--- src/rtl/mem_store_writer_if.sv ---
// Store request / byte-write port bundle for mem_store_writer.
// master = requester side, slave = the store writer.
interface mem_store_writer_if #(
  parameter int unsigned ADDR_WIDTH = 32
);
  logic                  req_valid;
  logic                  req_ready;
  logic [ADDR_WIDTH-1:0] req_addr;
  logic [31:0]           req_data;
  logic [1:0]            req_size;
  logic                  mem_we;
  logic [ADDR_WIDTH-1:0] mem_addr;
  logic [7:0]            mem_wdata;
  logic                  done;
  logic                  err;
  logic                  busy;

  modport master (
    output req_valid, req_addr, req_data, req_size,
    input  req_ready, mem_we, mem_addr, mem_wdata, done, err, busy
  );

  modport slave (
    input  req_valid, req_addr, req_data, req_size,
    output req_ready, mem_we, mem_addr, mem_wdata, done, err, busy
  );
endinterface

--- src/rtl/mem_store_writer.sv ---
// Serialises a byte/half/word store into big-endian byte writes, one per clock.
// Define MEM_STORE_ALIGN_CHECK_EN to reject misaligned half/word stores.
module mem_store_writer #(
  parameter int unsigned ADDR_WIDTH = 32
) (
  input logic              clk,
  input logic              rst,
  mem_store_writer_if.slave bus
);
  localparam int unsigned DATA_WIDTH = 32;
  localparam int unsigned BYTE_WIDTH = 8;

  typedef enum logic [1:0] {IDLE, WRITE, ERR} state_t;

  state_t                state;
  logic [DATA_WIDTH-1:0] shreg;
  logic [1:0]            cnt;
  logic [1:0]            last;
  logic                  mem_we;
  logic [ADDR_WIDTH-1:0] mem_addr;
  logic [BYTE_WIDTH-1:0] mem_wdata;
  logic                  done;
  logic                  err;
  logic                  busy;
  logic                  reject_c;
  logic [DATA_WIDTH-1:0] aligned_c;
  logic [1:0]            last_c;

  // Reject decode: reserved size always, misalignment only when checking is built in.
  always_comb begin
    reject_c = (bus.req_size == 2'b11);
`ifdef MEM_STORE_ALIGN_CHECK_EN
    if (bus.req_size == 2'b01 && bus.req_addr[0])
      reject_c = 1'b1;
    if (bus.req_size == 2'b10 && bus.req_addr[1:0] != 2'b00)
      reject_c = 1'b1;
`endif
  end

  // Left-justify the store so the first byte out is always shreg[31:24].
  always_comb begin
    aligned_c = bus.req_data;
    last_c    = 2'd3;
    case (bus.req_size)
      2'b00: begin
        aligned_c = {bus.req_data[7:0], 24'h0};
        last_c    = 2'd0;
      end
      2'b01: begin
        aligned_c = {bus.req_data[15:0], 16'h0};
        last_c    = 2'd1;
      end
      default: ;
    endcase
  end

  always_ff @(posedge clk or posedge rst) begin
    if (rst) begin
      state     <= IDLE;
      shreg     <= '0;
      cnt       <= '0;
      last      <= '0;
      mem_we    <= 1'b0;
      mem_addr  <= '0;
      mem_wdata <= '0;
      done      <= 1'b0;
      err       <= 1'b0;
      busy      <= 1'b0;
    end else begin
      case (state)
        IDLE: begin
          if (bus.req_valid) begin
            busy <= 1'b1;
            if (reject_c) begin
              state <= ERR;
              err   <= 1'b1;
            end else begin
              state     <= WRITE;
              mem_we    <= 1'b1;
              mem_addr  <= bus.req_addr;
              mem_wdata <= aligned_c[31:24];
              shreg     <= aligned_c << 8;
              cnt       <= 2'd0;
              last      <= last_c;
              done      <= (last_c == 2'd0);
            end
          end
        end
        WRITE: begin
          if (cnt == last) begin
            state  <= IDLE;
            mem_we <= 1'b0;
            done   <= 1'b0;
            busy   <= 1'b0;
          end else begin
            cnt       <= cnt + 2'd1;
            mem_addr  <= mem_addr + ADDR_WIDTH'(1);
            mem_wdata <= shreg[31:24];
            shreg     <= shreg << 8;
            done      <= ((cnt + 2'd1) == last);
          end
        end
        ERR: begin
          state <= IDLE;
          err   <= 1'b0;
          busy  <= 1'b0;
        end
        default: begin
          state  <= IDLE;
          mem_we <= 1'b0;
          done   <= 1'b0;
          err    <= 1'b0;
          busy   <= 1'b0;
        end
      endcase
    end
  end

  assign bus.req_ready = (state == IDLE) && !rst;
  assign bus.mem_we    = mem_we;
  assign bus.mem_addr  = mem_addr;
  assign bus.mem_wdata = mem_wdata;
  assign bus.done      = done;
  assign bus.err       = err;
  assign bus.busy      = busy;
endmodule

--- src/flat_wrapper.sv ---
// flat-port wrapper written by rule: the top's interface ports become plain ports
module mem_store_writer_flat 
#(
  parameter int unsigned ADDR_WIDTH = 32
)
  (clk, rst, bus_req_valid, bus_req_addr, bus_req_data, bus_req_size, bus_req_ready, bus_mem_we, bus_mem_addr, bus_mem_wdata, bus_done, bus_err, bus_busy);
  mem_store_writer_if #(.ADDR_WIDTH(ADDR_WIDTH)) bus_i ();
  input logic clk;
  input logic rst;
  input wire logic [$bits(bus_i.req_valid)-1:0] bus_req_valid;
  input wire logic [$bits(bus_i.req_addr)-1:0] bus_req_addr;
  input wire logic [$bits(bus_i.req_data)-1:0] bus_req_data;
  input wire logic [$bits(bus_i.req_size)-1:0] bus_req_size;
  output wire logic [$bits(bus_i.req_ready)-1:0] bus_req_ready;
  output wire logic [$bits(bus_i.mem_we)-1:0] bus_mem_we;
  output wire logic [$bits(bus_i.mem_addr)-1:0] bus_mem_addr;
  output wire logic [$bits(bus_i.mem_wdata)-1:0] bus_mem_wdata;
  output wire logic [$bits(bus_i.done)-1:0] bus_done;
  output wire logic [$bits(bus_i.err)-1:0] bus_err;
  output wire logic [$bits(bus_i.busy)-1:0] bus_busy;
  assign bus_i.req_valid = bus_req_valid;
  assign bus_i.req_addr = bus_req_addr;
  assign bus_i.req_data = bus_req_data;
  assign bus_i.req_size = bus_req_size;
  assign bus_req_ready = bus_i.req_ready;
  assign bus_mem_we = bus_i.mem_we;
  assign bus_mem_addr = bus_i.mem_addr;
  assign bus_mem_wdata = bus_i.mem_wdata;
  assign bus_done = bus_i.done;
  assign bus_err = bus_i.err;
  assign bus_busy = bus_i.busy;
  mem_store_writer #(.ADDR_WIDTH(ADDR_WIDTH)) u_core (.clk(clk), .rst(rst), .bus(bus_i));
endmodule
--- config.mk ---
export PLATFORM = sky130hd
export DESIGN_NAME = mem_store_writer_flat
export DESIGN_NICKNAME = d
export VERILOG_FILES = /design/src/rtl/mem_store_writer_if.sv /design/src/rtl/mem_store_writer.sv /design/src/flat_wrapper.sv
export SDC_FILE = /design/constraint.sdc
export NUM_CORES = 1
export LEC_CHECK = 0
export CAP_MARGIN = 5
export CORE_ASPECT_RATIO = 0.8
export CORE_MARGIN = 3
export CORE_UTILIZATION = 49
export DETAILED_ROUTE_END_ITERATION = 6
export PLACE_DENSITY = 0.86
export SLEW_MARGIN = 10
export SYNTH_ARGS = -nofsm -noshare
export SYNTH_HDL_FRONTEND = slang
export SYNTH_SLANG_ARGS = --single-unit
--- constraint.sdc ---
create_clock -name clk -period 3.24 [get_ports clk]
set_clock_uncertainty 0.05 [all_clocks]
set_input_delay 0.648 -clock clk [delete_from_list [all_inputs] [get_ports clk]]
set_output_delay 0.648 -clock clk [all_outputs]
set_load 0.02 [all_outputs]
* Word level (Yosys, flattened, before mapping)
Index checks and enable logic that the tools add are counted.
Operators by class: add/subtract/negate cells 2, equal/unequal tests 11, muxes and demuxes 35, bitwise logic cells 3, reductions and logical operators 12
Operators by type and width (number):
- 2-to-1 mux 32 bit | 6
- case mux 32 bit (2 select lines) | 3
- adder 32 x 1 -> 32 bit (second input constant) | 1
- 2-to-1 mux 8 bit | 3
- case mux 8 bit (2 select lines) | 1
- 2-to-1 mux 2 bit | 6
- case mux 2 bit (2 select lines) | 3
- 2-to-1 mux 1 bit | 9
- AND reduction 3 bit | 3
- AND reduction 4 bit | 2
- logical NOT 2 bit | 3
- inequality test 2 bit (second input constant) | 3
- case mux 1 bit (3 select lines) | 2
- equality test 2 x 1 -> 1 bit (second input constant) | 2
- equality test 2 bit | 2
- equality test 2 bit (second input constant) | 2
- inequality test 2 x 1 -> 1 bit (second input constant) | 2
- case mux 1 bit (2 select lines) | 2
- NOT 1 bit | 3
- adder 2 x 1 -> 2 bit (second input constant) | 1
- AND reduction 2 bit | 1
- nonzero test 2 bit | 1
- logical AND 1 bit | 1
- logical NOT 1 bit | 1
Storage, ports and cells: bits in registers 82, input port bits 69, output and inout port bits 45, word-level logic and storage cells 73

* Logic depth before layout (Yosys ltp)
Gate-level depths: netlist of run 1.
depth in word-level cells 6, gate-level depth with buffers 9, mapped depth without buffers 6

* Least setup slack after synthesis of run 1
OpenSTA, ideal clock, no wires.
kind register -> register, from reg u_core.mem_addr[0], in the netlist u_core.bus.mem_addr[0], to reg u_core.mem_addr[24], in the netlist u_core.bus.mem_addr[24], setup time 0.121 ns, arrival time 1.885 ns, data required time 3.069 ns, slack 1.184 ns, cell stages (with the launch flop) 7, buffers on the path 0, period minus slack after synthesis 2.056 ns, cells stage by stage dfrtp_1 ha_1 nand4_2 nor4_4 and3_1 a31oi_1 o22a_1
On the way: cells in the longest elaborated chain, start to end 3
Ends and longest elaborated chain:
- from (decl) | line mem_store_writer.sv:20 | logic [ADDR_WIDTH-1:0] mem_addr;
- from (signal assigned) | line mem_store_writer.sv:80 | mem_addr <= bus.req_addr;
- from (signal assigned) | line mem_store_writer.sv:97 | mem_addr <= mem_addr + ADDR_WIDTH'(1);
- adder 32 x 1 -> 32 bit | line mem_store_writer.sv:97
- 2-to-1 mux 32 bit | line mem_store_writer.sv:90 | if (cnt == last) begin
- case mux 32 bit (2 select lines) | line mem_store_writer.sv:70 | case (state)
Every way passes these cells. The select of a mux whose other input is x is not followed. A chain may end at the register's enable or synchronous reset.

* Worst setup path in the final report of run 1
from in rst, to out bus_req_ready
On the way: cells in the longest elaborated chain, start to end 2
Ends and longest elaborated chain:
- from (decl) | line flat_wrapper.sv:9 | input logic rst;
- logical NOT 1 bit (no source line)
- logical AND 1 bit | line mem_store_writer.sv:119 | assign bus.req_ready = (state == IDLE) && !rst;
- to (decl) | line flat_wrapper.sv:14 | output wire logic [$bits(bus_i.req_ready)-1:0] bus_req_ready;
Every way passes these cells.

==> impl_metrics.tcl, run 1 <==
set metrics [dict create \
    arrival_ns 1.87 \
    h-tree-depth 3 \
    period_share_pct 79.3 \
    fp.dieW_um 109 \
    grt_first_pass_wirelength_mm 19.9 \
    finalWirelength_mm 12.3 \
    crit_type "in2out" \
    syn_avg_cell_area_um2 8.42 \
    setup_tns_ns 0 \
    yosysMostFrequentCell "nand2_1" \
    grt_pass1_vias 4020 \
    multiInputGateArea_um2 2140 \
    ys.flop_type "dfrtp_1" \
    io_pins 114 \
    min_period_ns 2.57 \
    synth_seq_cells 74 \
    hold_path_end "u_core.shreg[27]" \
    r2r_end "u_core.bus.mem_addr[30]" \
    worstPathMaxFanout 2 \
    cp.required_ns 2.54 \
    ant_nets 0 \
    portBuffers 113 \
    antenna_found_initial 0 \
    finalWeightedCongestion 0.831 \
    yosysSeqAreaShare_pct 44.4 \
    drt_first_iter_violations 373 \
    numCtsBuffers 9 \
    wire_per_inst_um 17.4 \
    die_area_um2 9660 \
    rows 29 \
    worstHoldPathCells 2 \
    clockBufferDepth 2 \
    hp-class "reg2reg" \
    grt_max_degree 80 \
    nets 663 \
    grt.total_usage_pct 25.9 \
    routed-via-count 4254 \
    fp.dieH_um 88.5 \
    hold_viol 0 \
    cts_sinks 74 \
    cts_tree "built" \
    ctsHoldBuffers 0 \
    synth.distinct_cells 52 \
    status "finished clean" \
    drv_cap 0 \
    initial_core_util_pct 51.5 \
    ir_drop_v 0.000563 \
    clk_pin_slew_ns 0.08 \
    r2r-start "u_core.bus.mem_addr[0]" \
    slew_headroom_pct 47.2 \
    drive_gt1_share_pct 6.52 \
    detailed_place_hpwl_mm 8.44 \
    cts_root_buf "clkbuf_8" \
    first_pass_iters 6 \
    synthTopCellsByArea "dfrtp_1, nand2_1, nor2_1, o21ai_0, a21oi_1" \
    p_leak_uw 0.00221 \
    tightest_slew_ns 0.785 \
    grt_overflow 0 \
    reg2reg_slack_ns 0.84 \
    synthTopCellsByCount "nand2_1, dfrtp_1, nor2_1" \
    area_growth_pct 33.9 \
    grt_setup_unrepaired "no" \
    fin_util_pct 69.0 \
    drc 0 \
    yosysTopAreaCell "dfrtp_1" \
    regArea_um2 1850 \
    clock.fmax_mhz 389 \
    n_fill_cell 634 \
    antenna_cells 0 \
    cts_resized 0 \
    synth_top_area_share_pct 44.4 \
    post_cts_buffers 0 \
    ff2ff_path_depth 6 \
    endpoint_kind "primary output" \
    clock_latency_ns 0.35 \
    synthArstFlopShare_pct 100 \
    crit_path_start_kind "input pin" \
    maxSlewViolCount 0 \
    finalSetupViolCount 0 \
    yosys_warnings 0 \
    powerDensity_nw_per_um2 1020 \
    syn-num-nets 565 \
    core_area_um2 8090 \
    synth_edf_count 0 \
    hp-start "u_core.shreg[27]" \
    synthCells 495 \
    avgViaCountPerCell 6.03 \
    syn-cell-area_um2 4170 \
]
## cell usage in the layout (no fill, tap or decap), types with 11 or more instances in the layout
| master | Yosys | layout |
|---|---|---|
| a21oi_1 | 32 | 32 |
| nand2_1 | 84 | 84 |
| mux2i_1 | 11 | 11 |
| dfrtp_1 | 74 | 74 |
| a31oi_1 | 16 | 16 |
| o211ai_1 | 16 | 16 |
| nand3_1 | 13 | 13 |
| clkdlybuf4s50_1 | 0 | 113 |
| nor2_1 | 63 | 63 |
| o22a_1 | 12 | 12 |
| o21ai_0 | 33 | 33 |
## power by group
group / leakage [uW] / internal, uW / switching (uW)
Sequential: 0.000876 / 1400 / 478
Combinational: 0.00124 / 1310 / 1780
Clock: 0.0000925 / 357 / 356
## critical path, stage by stage
cell,delay [ns]
clkdlybuf4s50_1,0.43
nor3_1,0.16
clkdlybuf4s50_1,0.64
## registers in the layout, summed over array words and instances, names as in the netlist
name,flops
u_core.bus.mem_addr,32
u_core.shreg,24
u_core.bus.mem_wdata,8
u_core.cnt,2
u_core.last,2
u_core.state,2
u_core.bus.busy,1
u_core.bus.done,1
u_core.bus.err,1
u_core.bus.mem_we,1
## kinds of logic after synthesis
kind of cell	share of synthesized area (%)
simple gates	22.2
fa+ha+maj	0.300
buf+inv	4.35
compound gates	25.7
mux	2.64
xor+xnor	0.420
flops	44.4
## cell type report
type	instances	area share, %
clock buffer	10	2.29
clock inverter	6	1.21
inverter	8	0.538
multi-input combinational	378	38.4
sequential	74	33.2
tap	108	2.42
timing repair buffer	122	21.9
## how the worst max path moves through the flow
stage	to	startpoint	slack [ns]
final	bus_req_ready	rst	0.67
after floorplan	u_core.bus.busy	rst	0.66
after global placement	u_core.bus.mem_addr[30]	bus_req_valid	0.46
after detailed placement	u_core.bus.mem_addr[28]	bus_req_valid	0.35
after global routing	u_core.bus.mem_wdata[7]	bus_req_valid	0.59
after CTS	bus_req_ready	rst	0.66
## through the flow
step                      area, um^2  setup slack [ns]  cells  total power, uW  hold WS [ns]
after CTS                       5580             0.663    706             5660         0.442
after detailed placement        5390             0.347    690             4940         0.422
after global routing            5580             0.586    706             6100         0.466
after global placement          5390             0.464    690             4800         0.413
final                           5580             0.670    706             5680         0.437
after floorplan                 4170             0.660    495             3820         0.400
## metal layers
| layer | vias up | routed length [um] | part of all wire (%) | GRT usage, % |
|---|---|---|---|---|
| met5 | - | 0 | 0 | 0 |
| met3 | 20 | 1090 | 8.9 | 4.74 |
| met4 | 0 | 161 | 1.3 | 7.68 |
| met2 | 229 | 5830 | 48 | 41.1 |
| li1 | 2005 | - | - | - |
| met1 | 2000 | 5190 | 42 | 36.6 |
Note: power is estimated with default switching activity, not from simulation.
==> inputs of run 2 (changes only) <==
Settings changed: CORE_UTILIZATION 49 to 44, PLACE_DENSITY 0.86 to 0.82.
Clock period 3.24 ns to 2.1 ns, I/O delays scaled along.
==> impl_metrics.tcl, run 2 (same netlist as run 1, synthesis figures left out) <==
set metrics [dict create \
    grt_overflow 0 \
    finalSetupViolCount 0 \
    setup_ws_ns 0.0715 \
    ctsHoldBuffers 0 \
    avgViaCountPerCell 5.96 \
    routed-via-count 4389 \
    cts_tree "built" \
    dp.cells 720 \
    layout_common_cells "clkdlybuf4s50_1, nand2_1, dfrtp_1" \
    arrival_ns 2.22 \
    fp.dieW_um 115 \
    setup_tns_ns 0 \
    wire_per_inst_um 17.2 \
    finalWeightedCongestion 0.871 \
    slew_headroom_pct 63.5 \
    area_growth_pct 42.9 \
    clock_latency_ns 0.33 \
    drv_cap 0 \
    initial_core_util_pct 45.5 \
    drc 0 \
    top_register "u_core.bus.mem_addr" \
    numCtsBuffers 9 \
    cts_root_buf "clkbuf_16" \
    die_area_um2 10700 \
    largest_reg_flops 32 \
    h-tree-depth 3 \
    detailedPlace.worstSlack_ns -0.160 \
    ir_drop_v 0.000778 \
    grt.total_usage_pct 23.6 \
    powerDensity_nw_per_um2 1590 \
    finalPower_uw 9480 \
    crit_type "reg2reg" \
    final_common_cell "clkdlybuf4s50_1" \
    maxSlewViolCount 0 \
    finalWirelength_mm 12.7 \
    detailed_place_hpwl_mm 8.98 \
    portBuffers 113 \
    clockBufferDepth 2 \
    clock.fmax_mhz 493 \
    grt_first_pass_wirelength_mm 20.4 \
    io_pins 114 \
    worstPathMaxFanout 8 \
    switching_share_pct 43.9 \
    grt_pass1_vias 4185 \
    cts_sinks 74 \
    period_share_pct 96.6 \
    first_pass_iters 5 \
    holdWs_ns 0.428 \
    cp.required_ns 2.30 \
    clkPwrFrac_pct 15.1 \
    antenna_cells 0 \
    hp-class "in2async" \
    nets 687 \
    grt_max_degree 61 \
    drt_first_iter_violations 424 \
    p_leak_uw 0.00240 \
    hold_viol 0 \
    drive_gt1_share_pct 10.6 \
    reg_top3 "u_core.bus.mem_addr x32, u_core.shreg x24, u_core.bus.mem_wdata x8" \
    min_period_ns 2.03 \
    endpoint_kind "register" \
    tightest_slew_ns 0.544 \
    antenna_found_initial 0 \
    grt_setup_unrepaired "no" \
    core_area_um2 9150 \
    crit_path_start_kind "register" \
    rows 31 \
    ant_nets 0 \
    seq_power_share_pct 30.1 \
    switchingPower_uw 4160 \
    pwr-share-comb_pct 54.8 \
    clk_pin_slew_ns 0.06 \
    fp.dieH_um 93.1 \
    status "finished clean" \
    p_int_uw 5320 \
    final_cells 737 \
]
==> run 2: per-layer routing <==
metal  GRT usage (%)  up-vias  wire [um]
li1                -     2061          -
met1            33.3     2107       5620
met2            37.1      195       5970
met3            4.79       26        852
met4            6.74        0        228
met5               0        -          0
==> run 2: power groups by stage <==
stage          sequential, uW  combinational, uW  clock [uW]
2_1_floorplan            3190               2710           0
3_3_place_gp             2810               4980           0
3_5_place_dp             2850               5140           0
4_1_cts                  2830               5170        1440
5_1_grt                  2950               5660        1510
6_report                 2860               5190        1430
==> run 2: per-stage QoR <==
step	util, %	cell area [um^2]
after CTS	64.9	5940
after global placement	61.8	5660
after detailed placement	61.8	5660
after global routing	65.1	5960
final	65.1	5960
after floorplan	-	4170
==> run 2: worst max-delay path: stages, from the launching register on <==
cell and delay (ns):
dfrtp_1 0.41, buf_4 0.15, nand3_1 0.24, nor4_4 0.42
buf_4 0.23, nand4_1 0.12, xor2_1 0.16, o21ai_0 0.16
==> run 2: final timing paths <==
path	startpoint	to	slack [ns]	depth (start not counted)
min reg2reg	u_core.shreg[28]	u_core.shreg[28]	0.43	2
max in group asynchronous	rst	u_core.shreg[16]	1.11	3
min	rst	u_core.bus.mem_addr[0]	0.43	2
max	u_core.bus.mem_addr[0]	u_core.bus.mem_addr[31]	0.07	7
min in group clk	u_core.shreg[28]	u_core.shreg[28]	0.43	2
max reg2reg	u_core.bus.mem_addr[0]	u_core.bus.mem_addr[31]	0.07	7
==> run 2: final cells by class <==
class                           instances  area, um^2
Clock buffer                           10         239
Tap cell                              115         144
Inverter                                8        33.8
Timing Repair Buffer                  146        1490
Clock inverter                          6        42.5
Fill cell                             729        3200
Sequential cell                        74        1850
Multi-Input combinational cell        378        2150
==> run 2: repair_timing <==
action | CTS | global route
buffers inserted | 0 | 1
resized for setup | 1 | 3
pin swaps | 0 | 2
gates cloned | 0 | 0
setup endpoints to repair | 1 | 9
==> inputs of run 3 (changes only) <==
Settings changed: ABC_AREA set to 1, CORE_UTILIZATION 44 to 50, PLACE_DENSITY 0.82 to 0.85.
Clock period 2.1 ns to 2.6 ns, I/O delays scaled along.
==> impl_metrics.tcl, run 3 <==
set metrics [dict create \
    status "complete, but fails checks" \
    violations "design-rule violations" \
    finalWirelength_mm 14.4 \
    ys.flop_type "dfrtp_1" \
    syn-cell-area_um2 4750 \
    core_area_um2 9150 \
    setup_tns_ns 0 \
    ant_nets 0 \
    syn_avg_cell_area_um2 6.95 \
    max_stage_delay_ns 0.61 \
    grt_overflow 0 \
    antenna_found_initial 0 \
    nets 857 \
    powerDensity_nw_per_um2 1290 \
    fp.dieW_um 115 \
    grt_setup_unrepaired "no" \
    pwr-share-comb_pct 54.3 \
    n_fill_cell 783 \
    clock.fmax_mhz 436 \
    arrival_ns 1.73 \
    final_common_cell "nand2_1" \
    drv_cap 0 \
    portBuffers 113 \
    yosysSeqAreaShare_pct 39.0 \
    first_pass_iters 7 \
    grt_first_pass_wirelength_mm 23.6 \
    grt_pass1_vias 4860 \
    synth_edf_count 0 \
    crit_path_start_kind "register" \
    muxShareOfSynthArea_pct 0 \
    initial_core_util_pct 51.9 \
    cts_resized 0 \
    io_pins 114 \
    path_cells "nor2_2 -> inv_2 -> nor2_1 -> clkdlybuf4s50_1" \
    cts_tree "built" \
    multiInputGateArea_um2 2420 \
    drc 2 \
    finalSetupViolCount 0 \
    regArea_um2 1850 \
    die_area_um2 10700 \
    rows 31 \
    met1_usage_pct 37.0 \
    setup_ws_ns 0.304 \
    clockBufferDepth 2 \
    synthTopCellsByCount "nand2_1, dfrtp_1, inv_1" \
    top_register "u_core.bus.mem_addr" \
    cp.buffers_inverters 2 \
    syn-num-nets 753 \
    yosysTopAreaCell "dfrtp_1" \
    cp.required_ns 2.03 \
    finalWeightedCongestion 0.920 \
    avgViaCountPerCell 5.54 \
    busiest_layer "met2" \
    numCtsBuffers 9 \
    slew_headroom_pct 58.7 \
    synth_top_area_share_pct 39.0 \
    path_delay_family "buffers and inverters" \
    holdWs_ns 0.423 \
    reg_top3 "u_core.bus.mem_addr x32, u_core.shreg x24, u_core.bus.mem_wdata x8" \
    synthCells 683 \
    routed-via-count 5025 \
    post_cts_buffers 0 \
    detailed_place_hpwl_mm 10.5 \
    synthSimpleGateAreaFrac_pct 36.3 \
    endpoint_kind "primary output" \
    fp.dieH_um 93.2 \
    drive_gt1_share_pct 8.96 \
    period_share_pct 88.3 \
    synth_compound_area_share_pct 14.2 \
    synthAdderAreaFrac_pct 0.264 \
    worstPathMaxFanout 3 \
    clock_latency_ns 0.35 \
    synthTopCellsByArea "dfrtp_1, nand2_1, nand3_1, inv_1, o21ai_0" \
    cts_root_buf "clkbuf_16" \
    synth_seq_cells 74 \
    switchingPower_uw 3810 \
    cts_sinks 74 \
    yosys_warnings 0 \
    synth_top_family_by_area "simple AND/OR/NAND/NOR gates" \
    cp_slowest_cell "clkdlybuf4s50_1" \
    largest_reg_flops 32 \
    tightest_slew_ns 0.619 \
    crit_type "reg2out" \
    synth.distinct_cells 33 \
    clk_pin_slew_ns 0.06 \
    hp-class "reg2reg" \
    synthArstFlopShare_pct 100 \
    seq_power_share_pct 29.0 \
    wire_per_inst_um 15.9 \
    yosysMostFrequentCell "nand2_1" \
    grt_use_met3_pct 6.40 \
    switching_share_pct 47.6 \
    h-tree-depth 3 \
    ctsHoldBuffers 0 \
    yosys.area_share.xor_xnor_pct 0.184 \
    antenna_cells 0 \
    layout_common_cells "nand2_1, clkdlybuf4s50_1, dfrtp_1" \
    area_growth_pct 31.1 \
    p_int_uw 4200 \
    hold_viol 0 \
    drt_first_iter_violations 624 \
    min_period_ns 2.30 \
    maxSlewViolCount 0 \
    clkPwrFrac_pct 16.7 \
    ir_drop_v 0.000555 \
    detailedPlace.worstSlack_ns 0.197 \
    grtUsageMet2_pct 45.5 \
    grt_max_degree 72 \
    grt.total_usage_pct 27.8 \
    p_leak_uw 0.00293 \
]
## run 3: changes by cell type after synthesis, moves of 15 or more
cell	previous run	this run
clkbuf_1	21	1
inv_1	6	65
nand2_1	84	243
nand3_1	13	62
nor2_1	63	46
o211ai_1	16	1
## run 3: final cells by class
class                           instances  share of cell area (%)
Multi-Input combinational cell        510                    38.8
Timing Repair Buffer                  123                    19.8
Clock buffer                            9                    3.62
Inverter                               69                    4.24
Clock inverter                          7                    1.51
Tap cell                              115                    2.31
Sequential cell                        74                    29.7
## run 3: stage by stage
stage | utilization (%) | total power [uW] | instances | area [um^2]
after global routing | 68.0 | 8630 | 907 | 6230
after CTS | 68.0 | 7990 | 907 | 6230
after detailed placement | 64.5 | 6620 | 891 | 5910
after global placement | 64.5 | 6430 | 891 | 5910
final | 68.0 | 8010 | 907 | 6230
after floorplan | - | 5310 | 683 | 4750
## run 3: worst paths after layout
check	end	cells past startpoint	slack, ns	from
min in group asynchronous	u_core.cnt[1]	2	0.50	rst
max reg2reg	u_core.bus.mem_wdata[7]	9	0.61	u_core.cnt[1]
min	u_core.shreg[31]	2	0.42	u_core.shreg[31]
max in group asynchronous	u_core.shreg[22]	4	1.32	rst
max	bus_req_ready	4	0.30	u_core.state[1]
min reg2reg	u_core.shreg[31]	2	0.42	u_core.shreg[31]
## run 3: per-layer routing
layer	share of wire (%)	vias to the layer above
met5	0	-
met2	48	248
met1	42	2333
met4	1.9	0
met3	8.8	32
li1	-	2412
## run 3: logic make-up (layout without fill, tap and decap cells)
kind of cell	Yosys count	in the layout
AOI/OAI and AO/OA	116	116
xor gates and xnor gates	1	1
adders and majority gates	1	1
buffers and inverters	99	208
DFF	74	74
and+or+nand+nor	392	392
## run 3: power by group through the flow
stage | clock (uW) | sequential, uW | combinational [uW]
after global placement | 0 | 2290 | 4140
final | 1340 | 2320 | 4350
after floorplan | 0 | 2560 | 2740
after detailed placement | 0 | 2300 | 4320
after global routing | 1410 | 2380 | 4830
after CTS | 1350 | 2300 | 4350
## run 3: worst reg2reg max path, cell delays in order, from the launching register on
cell and delay (ns):
dfrtp_1 0.40, inv_1 0.10, nand2_1 0.07, nand2_1 0.09, o21ai_2 0.07, nand2_4 0.16
nand2_8 0.22, inv_6 0.46, nand2_1 0.20, o21ai_2 0.09
